## src/rtl/serial_pattern_tx.sv

```systemverilog
// Serial bit-pattern transmitter: shifts pattern[len-1:0] out MSB-first on w, (reps+1) frames back-to-back.
// Optional even-parity bit after each frame when TX_PARITY_EN is defined.
module serial_pattern_tx #(
    parameter int WIDTH = 16,
    parameter int LEN_W = 5,
    parameter int CNT_W = 4
) (
    input  logic             clk,
    input  logic             clr,
    input  logic             start,
    input  logic [WIDTH-1:0] pattern,
    input  logic [LEN_W-1:0] len,
    input  logic [CNT_W-1:0] reps,
    output logic             w,
    output logic             w_valid,
    output logic             busy,
    output logic             done
);

    typedef enum logic [1:0] {IDLE, SHIFT, DONE} state_t;

    state_t           state;
    logic [WIDTH-1:0] pat_q;
    logic [LEN_W-1:0] len_q;
    logic [LEN_W-1:0] bit_idx;
    logic [CNT_W-1:0] frames_left;
    logic             len_ok;
    logic             frame_end;
`ifdef TX_PARITY_EN
    logic             par_q;
    logic             par_phase;
`endif

    // Bit select with a full-width index, so len-1 can address the field without width games.
    function automatic logic bit_at(input logic [WIDTH-1:0] p, input logic [LEN_W-1:0] idx);
        logic b;
        b = 1'b0;
        for (int i = 0; i < WIDTH; i++) begin
            if (idx == LEN_W'(i)) b = p[i];
        end
        return b;
    endfunction

`ifdef TX_PARITY_EN
    function automatic logic field_parity(input logic [WIDTH-1:0] p, input logic [LEN_W-1:0] l);
        logic acc;
        acc = 1'b0;
        for (int i = 0; i < WIDTH; i++) begin
            if (LEN_W'(i) < l) acc = acc ^ p[i];
        end
        return acc;
    endfunction
`endif

    assign len_ok = (len != '0) && (len <= LEN_W'(WIDTH));

`ifdef TX_PARITY_EN
    assign frame_end = par_phase;
`else
    assign frame_end = (bit_idx == '0);
`endif

    always_ff @(posedge clk or negedge clr) begin
        if (!clr) begin
            state       <= IDLE;
            pat_q       <= '0;
            len_q       <= '0;
            bit_idx     <= '0;
            frames_left <= '0;
            w           <= 1'b0;
            w_valid     <= 1'b0;
            busy        <= 1'b0;
            done        <= 1'b0;
`ifdef TX_PARITY_EN
            par_q       <= 1'b0;
            par_phase   <= 1'b0;
`endif
        end else begin
            case (state)
                IDLE: begin
                    w       <= 1'b0;
                    w_valid <= 1'b0;
                    busy    <= 1'b0;
                    done    <= 1'b0;
                    if (start && len_ok) begin
                        state       <= SHIFT;
                        pat_q       <= pattern;
                        len_q       <= len;
                        frames_left <= reps;
                        bit_idx     <= len - LEN_W'(1);
                        w           <= bit_at(pattern, len - LEN_W'(1));
                        w_valid     <= 1'b1;
                        busy        <= 1'b1;
`ifdef TX_PARITY_EN
                        par_q       <= field_parity(pattern, len);
                        par_phase   <= 1'b0;
`endif
                    end
                end

                SHIFT: begin
                    if (frame_end) begin
`ifdef TX_PARITY_EN
                        par_phase <= 1'b0;
`endif
                        // Next frame's first bit follows immediately; no idle gap between frames.
                        if (frames_left != '0) begin
                            frames_left <= frames_left - CNT_W'(1);
                            bit_idx     <= len_q - LEN_W'(1);
                            w           <= bit_at(pat_q, len_q - LEN_W'(1));
                        end else begin
                            state   <= DONE;
                            w       <= 1'b0;
                            w_valid <= 1'b0;
                            done    <= 1'b1;
                        end
`ifdef TX_PARITY_EN
                    end else if (bit_idx == '0) begin
                        par_phase <= 1'b1;
                        w         <= par_q;
`endif
                    end else begin
                        bit_idx <= bit_idx - LEN_W'(1);
                        w       <= bit_at(pat_q, bit_idx - LEN_W'(1));
                    end
                end

                DONE: begin
                    state   <= IDLE;
                    w       <= 1'b0;
                    w_valid <= 1'b0;
                    busy    <= 1'b0;
                    done    <= 1'b0;
                end

                default: begin
                    state   <= IDLE;
                    w       <= 1'b0;
                    w_valid <= 1'b0;
                    busy    <= 1'b0;
                    done    <= 1'b0;
                end
            endcase
        end
    end

endmodule

```

## config.mk

```make
export PLATFORM = sky130hd
export DESIGN_NAME = serial_pattern_tx
export DESIGN_NICKNAME = d
export VERILOG_FILES = /design/src/rtl/serial_pattern_tx.sv
export SDC_FILE = /design/constraint.sdc
export NUM_CORES = 1
export LEC_CHECK = 0
export CAP_MARGIN = 20
export CORE_AREA = 2 2 71 73
export CTS_BUF_LIST = sky130_fd_sc_hd__clkbuf_4
export CTS_CLUSTER_SIZE = 14
export DETAILED_ROUTE_END_ITERATION = 10
export DIE_AREA = 0 0 73 75
export DONT_BUFFER_PORTS = 1
export PLACE_DENSITY = 0.67
export SYNTH_ARGS = -nofsm -noshare
export SYNTH_HDL_FRONTEND = slang
export SYNTH_SLANG_ARGS = --single-unit
```

## constraint.sdc

```tcl
create_clock -name clk -period 2.4 [get_ports clk]
set_input_delay 0.48 -clock clk [delete_from_list [all_inputs] [get_ports clk]]
set_output_delay 0.48 -clock clk [all_outputs]
set_load 0.01 [all_outputs]
```

Word level (Yosys, flattened, before mapping)
Cells that the tools add are included.
{ "word_totals": {"ramBits": 0, "n_memories": 0, "regBits": 36, "latch_bits": 0, "romBits": 0, "in_bits": 28, "word_cells": 152, "out_inout_bits": 4} }
{ "op_classes": {"n_reduce_logical": 15, "n_shift": 0, "addsub": 4, "order_cmp": 1, "n_eq_ne": 51, "bitwise": 0, "n_div": 0, "muxes": 72, "mul": 0} }
{ "ops": {"columns": ["operator", "n"], "rows": [
  ["5-bit by 4-bit equality test with 1-bit output, second input constant", 24],
  ["5-bit by 3-bit equality test with 1-bit output, second input constant", 12],
  ["1-bit two-way mux", 57],
  ["5-bit by 2-bit equality test with 1-bit output, second input constant", 6],
  ["5-bit logical NOT", 4],
  ["5-bit by 1-bit equality test with 1-bit output, second input constant", 3],
  ["5-bit two-way mux", 3],
  ["5-bit by 1-bit subtractor with 5-bit output, second input constant", 3],
  ["4-bit two-way mux", 3],
  ["5-bit one-hot mux with 2 select lines", 1],
  ["2-bit != test, second input constant", 4],
  ["4-bit one-hot mux with 2 select lines", 1],
  ["2-bit two-way mux", 3],
  ["1-bit one-hot mux with 2 select lines", 3],
  ["3-bit AND reduction", 2],
  ["5-bit <= comparator, second input constant", 1],
  ["5-bit nonzero test", 1],
  ["2-bit one-hot mux with 2 select lines", 1],
  ["2-bit AND reduction", 2],
  ["4-bit AND reduction", 1],
  ["4-bit nonzero test", 1],
  ["4-bit by 1-bit subtractor with 4-bit output, second input constant", 1],
  ["3-bit != test, second input constant", 1],
  ["2-bit by 1-bit equality test with 1-bit output, second input constant", 1],
  ["3 further kinds", 4]
]} }

Logic depth before layout (Yosys ltp)
{ "depth": {"word_depth": 21, "mapped_depth": 10, "mapped_depth_nobuf": 8} }

Worst setup path after synthesis
Ideal clock, no wire load.
{ "synth_timing": {"path_kind": "input port to flip-flop", "startpoint": "input port len[0]", "endpoint": "register w", "setup_ns": 0.124, "path_stages": 8, "n_path_buf": 0, "required_time_ns": 2.276, "setup_slack_ns": 0.110, "arrival_ns": 2.166, "cell_sequence": "inv_1 -> ha_1 -> xnor2_2 -> mux2_1 -> a22o_1 -> a21oi_1 -> o22ai_1 -> a211o_1"} }
{ "synth_via": {"elab_chain_len": 20, "word_cells_on_any_way": 39, "cone_classes": "1 x add/sub; 1 x order compare; 15 x eq/ne; 18 x mux; 4 x reduce/logical"} }
{ "synth_lines": {"columns": ["item", "line", "source"], "rows": [
  ["start, declared", "12", "input logic [LEN_W-1:0] len,"],
  ["5-bit by 1-bit subtractor with 5-bit output", "91", "w <= bit_at(pattern, len - LEN_W'(1));"],
  ["5-bit logical NOT", "39", "if (idx == LEN_W'(i)) b = p[i];"],
  ["1-bit two-way mux (16 in series)", "39", null],
  ["1-bit two-way mux (*)", "85", "if (start && len_ok) begin"],
  ["1-bit one-hot mux with 2 select lines (*)", "79", "case (state)"],
  ["end signal, assigned", "91", null],
  ["end signal, assigned", "110", "w <= bit_at(pat_q, len_q - LEN_W'(1));"],
  ["end signal, assigned", "124", "w <= bit_at(pat_q, bit_idx - LEN_W'(1));"],
  ["end, declared", "14", "output logic w,"]
]} }
Mark *: on every way between the ends. The rest lies on a longest branch, timed or not.
A chain may end at the register's enable or synchronous reset.

Worst setup path in the final report
{ "layout_timing": {"startpoint": "register bit_idx[1]", "endpoint": "register w"} }
{ "layout_via": {"elab_chain_len": 20, "word_cells_on_any_way": 36, "cone_classes": "1 x add/sub; 15 x eq/ne; 18 x mux; 2 x reduce/logical"} }
{ "layout_lines": {"columns": ["item", "line", "source"], "rows": [
  ["start, declared", "25", "logic [LEN_W-1:0] bit_idx;"],
  ["start signal, assigned", "90", "bit_idx <= len - LEN_W'(1);"],
  ["start signal, assigned", "109", "bit_idx <= len_q - LEN_W'(1);"],
  ["start signal, assigned", "123", "bit_idx <= bit_idx - LEN_W'(1);"],
  ["5-bit by 1-bit subtractor with 5-bit output", "124", null],
  ["5-bit logical NOT", "39", null],
  ["1-bit two-way mux (16 in series)", "39", null],
  ["1-bit two-way mux (*)", "102", "if (frame_end) begin"],
  ["1-bit one-hot mux with 2 select lines (*)", "79", null]
]} }
Marks and branches as above.

==> metrics.txt <==
pre-CTS setup slack=183 ps; top sig layer=met4; cell count after synthesis=274; Netlist cell types=43; CP required=around 2600 ps; Die Y=~75 um; power per cell area=between 1000 and 1500 nW/um2; slew of the pin with the lowest slew margin=546 ps; Crit Path Class=reg2reg; Clock Latency Late Sink=around 340 ps; antenna cells=0; Final Setup Violations=0; total power=approximately 3.1 mW; share of cells above drive strength 1=9.51%; top cell type's share of synthesized area=39.0%; drt pass-1 iters=5; fill count=435; flops & latches, synth=36; Final GP Congestion=0.841; DR WL/cell=15.7 um; wl on met1=2530 um; fin nets=around 330; gr usage total=a little over a fifth; Initial Util=between 40% and 50%; Root Buffer=clkbuf_4; chip width=roughly 73 um; CTS buffer count=5; final-report max-slew violation count=0; Routed Antenna Nets=0; top cells by area, synth=dfrtp_1, nand2_1, ha_1; fin crit share=92.6%; Seq/Total Area, Yosys=around two fifths; worst hold-check path type=in2reg; maximum buffer depth of the clock tree=2; DR WL met2=2440 um; Critical Path Start Type=flip-flop; Mapped Nets=~320; WP data arrival=about 2500 ps; status=finished clean; RSZ-0062 raised after global routing=no; post-route minimum period=2220 ps; Vias/cell=5.63; Mean Syn Cell Area=between 8 and 9 um2; largest net degree at the start of global routing=37; wire length of the first global-routing pass=8860 um; initial antenna violation count=0; CTS Sinks=36; First DRT Iteration DRCs=138; setup total negative slack=0 ps; Slew HR=63.6%; Synth area leader=dfrtp_1; commonest non-fill, non-tap cells in the layout=nand2_1, dfrtp_1, a21oi_1; commonest non-fill, non-tap cell in the layout=nand2_1; core area=4660 um2; Final Skew=slightly above 10 ps; final setup margin=approximately 180 ps; die area=~5500 um2; CTS tree=yes; # DRC=0; setup bufs post-CTS=0; row cnt=25; max-cap violation count=0; final hold vios=0; vias in the first global route=1772; CTS resizes=0; total routed wirelength=5300 um; grt total ovfl=0; ys flop type=dfrtp_1; top achievable clock speed=450 MHz; Yosys Warn Count=0; Top Ports=32; Peak VDD IR=0.488 mV; Post-synth EDFFs=0; Crit. End Element=flip-flop; Layout area overhead=7.90%; Pleak=roughly 1.2 nW; wire length on met3=268 um; CTS H-Tree Depth=2; share of synthesized flip-flops with an asynchronous set or reset=100%; Reg clk slew, reported paths=~120 ps; IO Port Bufs=0; via count=1903; final HPWL from detailed placement=4020 um; Post-Syn Area=~2300 um2; CP Max Fanout=5
-- cells in the mapped netlist, types with 3 or more instances --
master,number
a21oi_1,17
ha_1,16
nor3_1,7
nand2_1,77
a22oi_1,4
a211oi_1,3
nor2_1,14
a221oi_1,6
dfrtp_1,36
nand3_1,5
mux2i_1,3
clkbuf_1,8
xnor2_1,6
o21ai_0,15
inv_1,12
or3_1,3
nor2b_1,6
-- state kept, by name (all words and copies together), names as in the netlist --
register and flops:
bit_idx 5, busy 1, done 1, frames_left 4
len_q 5, pat_q 16, state 2, w 1
w_valid 1
-- report_power, final --
part,total [mW],internal (mW),switching [mW]
clock network,0.328,0.123,0.205
registers,1.17,0.892,0.278
logic,1.62,0.741,0.879
total,3.12,1.76,1.36
-- what timing repair did --
| item | CTS | global route |
|---|---|---|
| hold buffers | 2 | 0 |
| hold endpoints to repair | 36 | 0 |
| setup endpoints to repair | 0 | 0 |
-- final timing paths --
path / startpoint / end / slack [ps] / depth (start not counted)
setup / recovery: bit_idx[1] / w / 180 / 8
hold / removal: pattern[14] / pat_q[14] / 240 / 2
setup reg to reg: bit_idx[1] / w / 180 / 8
hold reg to reg: len_q[4] / len_q[4] / 500 / 2
max in group asynchronous: clr / pat_q[5] / 1620 / 2
min in group asynchronous: clr / bit_idx[1] / 570 / 2
-- per-layer routing --
layer / up-vias / track usage [%]
met5: - / 0
met4: 0 / 5.56
met3: 6 / 4.55
met2: 48 / 33.0
met1: 889 / 30.4
li1: 960 / -
-- cell type report --
cell class / instances / area (um2) / share of cell area [%]
inverter: 12 / 45.0 / 1.81
clock buffer: 6 / 45.0 / 1.81
clock inverter: 2 / 11.3 / 0.452
timing repair buffer: 12 / 105 / 4.21
tap: 54 / 67.6 / 2.71
multi-input combinational: 216 / 1320 / 52.9
sequential: 36 / 901 / 36.1
-- stage by stage --
stage | util [%] | hold slack, ps | instance area (um2) | cells
2_1_floorplan | - | 184 | 2310 | 274
3_3_place_gp | 51.7 | 186 | 2410 | 328
3_5_place_dp | 51.7 | 186 | 2410 | 328
4_1_cts | 53.5 | 223 | 2490 | 338
5_1_grt | 53.5 | 218 | 2490 | 338
6_report | 53.5 | 239 | 2490 | 338
-- worst max-delay path: stages (launching register included) --
cell and delay (ps):
dfrtp_1 430, inv_1 100, ha_1 260, xnor2_1 280, buf_4 180, mux2_2 330
a32oi_1 200, a21oi_1 100, a211o_1 230
-- cells by family after synthesis --
| family | after synthesis | synth area share (%) |
|---|---|---|
| adders and majority gates | 16 | 8.66 |
| DFF | 36 | 39.0 |
| xor gates and xnor gates | 9 | 3.74 |
| AOI/OAI and AO/OA | 62 | 17.7 |
| muxes | 7 | 3.74 |
| buffers and inverters | 22 | 3.95 |
| and+or+nand+nor | 122 | 23.3 |
Power figures use the tool's default switching activity.
